[config.mk]
export PLATFORM = sky130hd
export DESIGN_NAME = downsampler
export DESIGN_NICKNAME = d
export VERILOG_FILES = /design/src/rtl/downsampler.sv
export SDC_FILE = /design/constraint.sdc
export NUM_CORES = 1
export LEC_CHECK = 0
export BUFFER_PORTS_ARGS = -buffer_cell sky130_fd_sc_hd__buf_4
export CORE_MARGIN = 4
export CORE_UTILIZATION = 30
export DETAILED_ROUTE_END_ITERATION = 10
export PLACE_DENSITY = 0.51
export SLEW_MARGIN = 25
export SYNTH_ARGS = -nofsm -noshare
export SYNTH_HDL_FRONTEND = slang
export SYNTH_SLANG_ARGS = --single-unit
[constraint.sdc]
create_clock -name clk -period 1.7 [get_ports clk]
set_input_delay 0 -clock clk [delete_from_list [all_inputs] [get_ports clk]]
set_output_delay 0 -clock clk [all_outputs]
set_load 0.05 [all_outputs]
[src/rtl/downsampler.sv]
// Symbol-phase tracking decimator for a zero-stuffed stream: locks on the first non-zero
// sample, re-aligns on off-phase energy, drops lock after IDLE_SYMS silent symbol slots.
// Optional off-phase event counter is built when DOWNSAMPLER_ERRCNT_EN is defined.
module downsampler #(
  parameter int WIDTH     = 4,
  parameter int FACTOR    = 16,
  parameter int IDLE_SYMS = 4
) (
  input  logic             clk,
  input  logic             rst,
  input  logic [WIDTH-1:0] sample_in,
  output logic [WIDTH-1:0] symbol_out,
  output logic             symbol_valid,
  output logic             locked,
  output logic             realign,
  output logic [7:0]       err_count
);

  localparam int CNT_W  = (FACTOR > 2) ? $clog2(FACTOR) : 1;
  localparam int IDLE_W = $clog2(IDLE_SYMS + 1);

  localparam logic [CNT_W-1:0]  CNT_ONE    = CNT_W'(1);
  localparam logic [CNT_W-1:0]  CNT_LAST   = CNT_W'(FACTOR - 1);
  localparam logic [IDLE_W-1:0] IDLE_ONE   = IDLE_W'(1);
  localparam logic [IDLE_W-1:0] IDLE_LIMIT = IDLE_W'(IDLE_SYMS);

  typedef enum logic {
    ST_SEARCH = 1'b0,
    ST_LOCKED = 1'b1
  } state_e;

  state_e            state_q;
  logic [CNT_W-1:0]  cnt_q;
  logic [IDLE_W-1:0] idle_q;
  logic [WIDTH-1:0]  symbol_q;
  logic              valid_q;
  logic              locked_q;
  logic              realign_q;

  logic              sample_nz;
  logic              off_phase_hit;
  logic [IDLE_W-1:0] idle_inc;
  logic [CNT_W-1:0]  cnt_adv;

  assign sample_nz     = |sample_in;
  assign off_phase_hit = (state_q == ST_LOCKED) && (cnt_q != '0) && sample_nz;
  assign idle_inc      = idle_q + IDLE_ONE;
  assign cnt_adv       = (cnt_q == CNT_LAST) ? '0 : cnt_q + CNT_ONE;

  // NOTE: sequential state uses non-blocking (<=) so every register samples pre-edge values.
  always_ff @(posedge clk or posedge rst) begin
    if (rst) begin
      state_q   <= ST_SEARCH;
      cnt_q     <= '0;
      idle_q    <= '0;
      symbol_q  <= '0;
      valid_q   <= 1'b0;
      locked_q  <= 1'b0;
      realign_q <= 1'b0;
    end else begin
      valid_q   <= 1'b0;
      realign_q <= 1'b0;
      case (state_q)
        ST_SEARCH: begin
          locked_q <= sample_nz;
          if (sample_nz) begin
            symbol_q <= sample_in;
            valid_q  <= 1'b1;
            cnt_q    <= CNT_ONE;
            idle_q   <= '0;
            state_q  <= ST_LOCKED;
          end
        end
        ST_LOCKED: begin
          // locked stays high through the dropping strobe and falls one cycle later
          locked_q <= 1'b1;
          if (off_phase_hit) begin
            symbol_q  <= sample_in;
            valid_q   <= 1'b1;
            realign_q <= 1'b1;
            cnt_q     <= CNT_ONE;
            idle_q    <= '0;
          end else if (cnt_q == '0) begin
            symbol_q <= sample_in;
            valid_q  <= 1'b1;
            cnt_q    <= CNT_ONE;
            if (sample_nz) begin
              idle_q <= '0;
            end else if (idle_inc == IDLE_LIMIT) begin
              idle_q  <= '0;
              cnt_q   <= '0;
              state_q <= ST_SEARCH;
            end else begin
              idle_q <= idle_inc;
            end
          end else begin
            cnt_q <= cnt_adv;
          end
        end
        default: state_q <= ST_SEARCH;
      endcase
    end
  end

  assign symbol_out   = symbol_q;
  assign symbol_valid = valid_q;
  assign locked       = locked_q;
  assign realign      = realign_q;

`ifdef DOWNSAMPLER_ERRCNT_EN
  logic [7:0] err_q;

  always_ff @(posedge clk or posedge rst) begin
    if (rst) begin
      err_q <= '0;
    end else if (off_phase_hit && (err_q != 8'hFF)) begin
      err_q <= err_q + 8'd1;
    end
  end

  assign err_count = err_q;
`else
  assign err_count = '0;
`endif

endmodule

**Word-level counts from Yosys, hierarchy flattened**

Cells that the tools add are included.

- $add $sub $neg: 2
- Eq/ne operators: 4
- Mux-type cells: 29
- Bitwise operators: 1
- Reductions and logical operators: 6

Operator list:

| kind | number |
|---|---|
| $mux W4 | 7 |
| $pmux W4 S2 | 2 |
| $mux W3 | 5 |
| $mux W1 | 11 |
| $pmux W1 S2 | 3 |
| $pmux W3 S2 | 1 |
| $add A4 B1 Y4 const B | 1 |
| $eq A4 B4 Y1 const B | 1 |
| $logic_not A4 Y1 | 1 |
| $reduce_bool A4 Y1 | 1 |
| $reduce_or A4 Y1 | 1 |
| $add A3 B1 Y3 const B | 1 |
| $eq A3 B3 Y1 const B | 1 |
| $ne A3 B1 Y1 const B | 1 |
| $logic_and A1 B1 Y1 | 2 |
| $ne A2 B2 Y1 const B | 1 |
| $reduce_and A2 Y1 | 1 |
| $not A1 Y1 | 1 |

- Register bits: 15
- Input bits: 6
- Output and inout port bits: 15
- Word-level logic and storage cells: 49

**Depth between registers and ports, before layout**

- Word-level depth: 7
- Mapped depth: 5
- Mapped depth without buffers: 5

**Least setup slack after synthesis**

OpenSTA, ideal clock, no wires.

- Path type: reg2reg
- Start: reg cnt_q[0]
- End: reg idle_q[2]
- Setup time: 0.119 ns
- Data arrival time: 1.229 ns
- Required time: 1.581 ns
- Slack: 0.353 ns
- Cell stages (with the launch flop): 6
- Path buffers: 0
- Clock period less this slack: 1.347 ns
- Cells stage by stage: dfrtp_1 > inv_1 > ha_1 > and4bb_2 > mux2i_1 > nor2_1

- Longest elaborated chain between the ends: 5
- Elaborated cells on any way between the ends: 8
- Those cells by class: 1 x eq/ne; 2 x mux; 5 x reduce/logical

Ends and longest elaborated chain:

| what | RTL line | source |
|---|---|---|
| start, declared | 33 | `logic [CNT_W-1:0] cnt_q;` |
| start signal, assigned | 97 | `cnt_q <= cnt_adv;` |
| $reduce_bool A4 Y1 | 46 | `assign off_phase_hit = (state_q == ST_LOCKED) && (cnt_q != '0) && sample_nz;` |
| $logic_and A1 B1 Y1 (2 in a row) | 46 |  |
| $mux W3 / $ne A3 B1 Y1 (equally long branches) | - |  |
| $pmux W3 S2 / $reduce_and A2 Y1 (equally long branches) | - |  |
| end signal, assigned | 94 | `idle_q <= idle_inc;` |
| end, declared | 34 | `logic [IDLE_W-1:0] idle_q;` |

Parallel ways exist; a longest one is shown, timed or not.
A chain may end at the register's enable or synchronous reset.

**Worst setup path after layout**

- Start: in sample_in[0]
- End: reg symbol_q[3], in the netlist symbol_out[3]

- Longest elaborated chain between the ends: 4
- Elaborated cells on any way between the ends: 7
- Those cells by class: 2 x eq/ne; 2 x mux; 3 x reduce/logical

Ends and longest elaborated chain:

| what | RTL line | source |
|---|---|---|
| start, declared | 11 | `input logic [WIDTH-1:0] sample_in,` |
| $reduce_or A4 Y1 (*) | 45 | `assign sample_nz = \|sample_in;` |
| $logic_and A1 B1 Y1 | 46 |  |
| $mux W4 / $ne A3 B1 Y1 (equally long branches) | - |  |
| $pmux W4 S2 / $reduce_and A2 Y1 (equally long branches) | - |  |
| end signal, assigned | 67 | `symbol_q <= sample_in;` |
| end signal, assigned | 78 | `symbol_q <= sample_in;` |
| end signal, assigned | 84 | `symbol_q <= sample_in;` |
| end, declared | 35 | `logic [WIDTH-1:0] symbol_q;` |

Every way passes the cells marked *; elsewhere a longest branch is shown, timed or not.

==> results.txt <==
CP Capture Type: register
DRC viols: 0
Count of cell types in the netlist: 28
Worst setup SP type: input pin
Crit path max fanout: 6
Synthesized area: 786 um^2
Outcome: completed
Placed Cells: 113
GPL Wtd Cong: 0.703
Register area share after synthesis: 0.478
Synthesis Warnings: 0
Hold Path Class: input pin to asynchronous set/reset pin
IO Port Bufs: 12
Seq pwr share: 0.524
Routed WL: 1.32 mm
Leak: 0.435 nW
Initial Util: 0.317
Worst Tran Pin Value: 0.577 ns
Slew margin rel.: 0.615
Crit path buf inv count: 2
Net Switching: 0.000218 W
Clk_skew: 0.00212 ns
Post-CTS Repair Setup Buffers: 0
Setup CP Type: input pin to register
Worst skew pair latency: 0.28 ns
WL/cell: 10.8 um
Number of global-route vias before repair: 568
Initial antenna violation count: 0
Final slew viol count: 0
Largest delay contributor family on the critical path: simple AND/OR/NAND/NOR gates
CORE AREA: 2480 um^2
H-tree Lvls: 1
Detailed Routing Iterations Pass 1: 4
CTS clock-pin slew for the worst setup and hold paths: 0.09 ns
Number of synthesized register bits: 15
Pwr dens: 743 nW/um^2
Die Wd: 59.2 um
Full die area: 3500 um^2
RSZ-0062 raised after global routing: false
Fin Hold WS: 0.327 ns
Sw Ratio: 0.308
Max Cap Violations: 0
Combinational fraction of design power: 0.186
Post-Syn Instances: 72
Final-report hold violation count: 0
Crit path DAT: 1.73 ns
Final setup margin: 0.202 ns
Share of layout cells above drive strength 1: 0.228
Final net count: 104
I/O Pins: 21
CTS tree: done
Clk pwr share: 0.290
Fin util: 0.385
Area growth from synthesis to final layout: 21.3%
Antenna cells: 0
Avg Vias per Cell: 4.49
Final worst path period need: 1.50 ns
Cell internal pwr: 0.000490 W
Finish-stage setup viols: 0
TNS Setup: 0 ns
Violation count after the first detailed-route iteration: 10
Chip Height: 59.2 um
Critical path, cell by cell: dlygate4sd3_1, buf_4, or4_1, nor2_8, a21o_1
Filler cell count: 248
Period utilization: 0.881
Commonest non-fill, non-tap cell in the layout: dfrtp_1
Worst vdd ir: 0.000416 V
Clock buffer count from CTS: 3
Max Clk Rate: 0.668 GHz
Fin cells: 122
Gr ovfl total: 0
Total GRT Usage: 0.0870
Setup WS pre-CTS: 0.242 ns
Biggest cell delay along the critical path: 0.71 ns
Post-DP HPWL: 1.01 mm
Via count: 548
Pin count of the biggest net entering global routing: 16
Syn Area/Cell: 10.9 um^2
Site Rows: 18
Clock sinks: 15
Post-CTS sizing: 0
First-pass GRT wire length: 2.26 mm
Worst Path Required: 1.93 ns
Clk Tree Root Cell: clkbuf_4
Commonest non-fill, non-tap cells in the layout: dfrtp_1 (15), buf_4 (13), conb_1 (8)
CTS max path bufs: 2
Crit-path slowest cell: or4_1
DRT antenna net count: 0
cells by family (layout without fill, tap and decap cells):
logic type | after synthesis | count (layout) | share of synthesized area
simple gates | 18 | 18 | 0.166
buf+inv | 16 | 29 | 0.124
compound gates | 15 | 15 | 0.124
flops | 15 | 15 | 0.478
fa+ha+maj | 5 | 5 | 0.0796
other cells | 1 | 8 | 0.00477
xor+xnor | 1 | 1 | 0.0111
mux | 1 | 1 | 0.0127
worst register-to-register path: cells and delay by family, from the launching register on:
family	cells	cell delay [ns]
adder cells (fa/ha/maj)	1	0.18
buffers and inverters	1	0.12
flip-flops	1	0.42
multiplexers	1	0.21
AND/OR/NAND/NOR	2	0.42
repair_timing:
| action | in CTS | in global routing |
|---|---|---|
| endpoints found under the setup margin | 0 | 0 |
| hold endpoints to repair | 22 | 0 |
| hold buffers | 5 | 0 |
stage by stage:
step | area (um^2) | power [W]
6_report | 953 | 0.000708
5_1_grt | 953 | 0.000741
4_1_cts | 953 | 0.000717
3_5_place_dp | 876 | 0.000502
3_3_place_gp | 876 | 0.000501
2_1_floorplan | 812 | 0.000485
sequential cells by signal, indices dropped and copies added, names as in the netlist:
register	cells
idle_q	3
locked	1
realign	1
state_q	1
symbol_out	4
symbol_valid	1
cnt_q	4
Yosys cell counts:
library cell / number / area, um^2
ha_1: 5 / 62.6
nor2_1: 2 / 7.51
mux2i_1: 1 / 10.0
or4_1: 2 / 15.0
inv_1: 6 / 22.5
o21ai_0: 1 / 5.00
and4bb_2: 1 / 12.5
o211ai_1: 1 / 7.51
o21ai_1: 1 / 5.00
nor2_8: 1 / 20.0
a21o_1: 4 / 30.0
or3_1: 1 / 6.26
nor2b_1: 1 / 6.26
buf_6: 1 / 11.3
conb_1: 1 / 3.75
nand3b_1: 1 / 7.51
nor4_2: 1 / 12.5
nand2_1: 4 / 15.0
nand2b_1: 2 / 12.5
xnor2_1: 1 / 8.76
a21oi_1: 5 / 25.0
inv_2: 1 / 3.75
nor3b_1: 2 / 15.0
o22ai_1: 1 / 6.26
a21bo_1: 1 / 10.0
dfrtp_1: 15 / 375
buf_4: 8 / 60.1
o221ai_1: 1 / 8.76
routing by layer:
metal | share of wire | vias to the layer above | GRT usage
li1 | - | 268 | -
met1 | 0.43 | 263 | 0.0997
met2 | 0.51 | 15 | 0.148
met3 | 0.047 | 2 | 0.0196
met4 | 0.012 | 0 | 0.0485
met5 | 0 | - | 0
area by class of cell:
class                      count  area [um^2]  share of cell area
sequential                    15          375               0.394
multi-input combinational     48          339               0.356
timing repair buffer          18          148               0.155
tap                           30         37.5              0.0394
inverter                       7         26.3              0.0276
clock buffer                   3         22.5              0.0236
clock inverter                 1         5.00             0.00525
path summary, 6_finish.rpt:
check | start | depth (start not counted) | end | slack, ns
setup / recovery | sample_in[0] | 5 | symbol_out[3] | 0.20
hold / removal | rst | 3 | symbol_out[2] | 0.33
setup reg to reg | cnt_q[0] | 5 | idle_q[2] | 0.24
hold reg to reg | symbol_out[0] | 1 | symbol_out[0] | 0.49
max in group asynchronous | rst | 3 | cnt_q[2] | 1.00
min in group clk | sample_in[3] | 3 | symbol_out[3] | 0.46
power by group through the flow:
stage	sequential, W	combinational [W]	clock, W
2_1_floorplan	0.000403	0.0000821	0
3_3_place_gp	0.000378	0.000124	0
3_5_place_dp	0.000378	0.000124	0
4_1_cts	0.000371	0.000133	0.000213
5_1_grt	0.000373	0.000140	0.000228
6_report	0.000371	0.000131	0.000206
No activity file was read; power rests on OpenSTA's default activity.
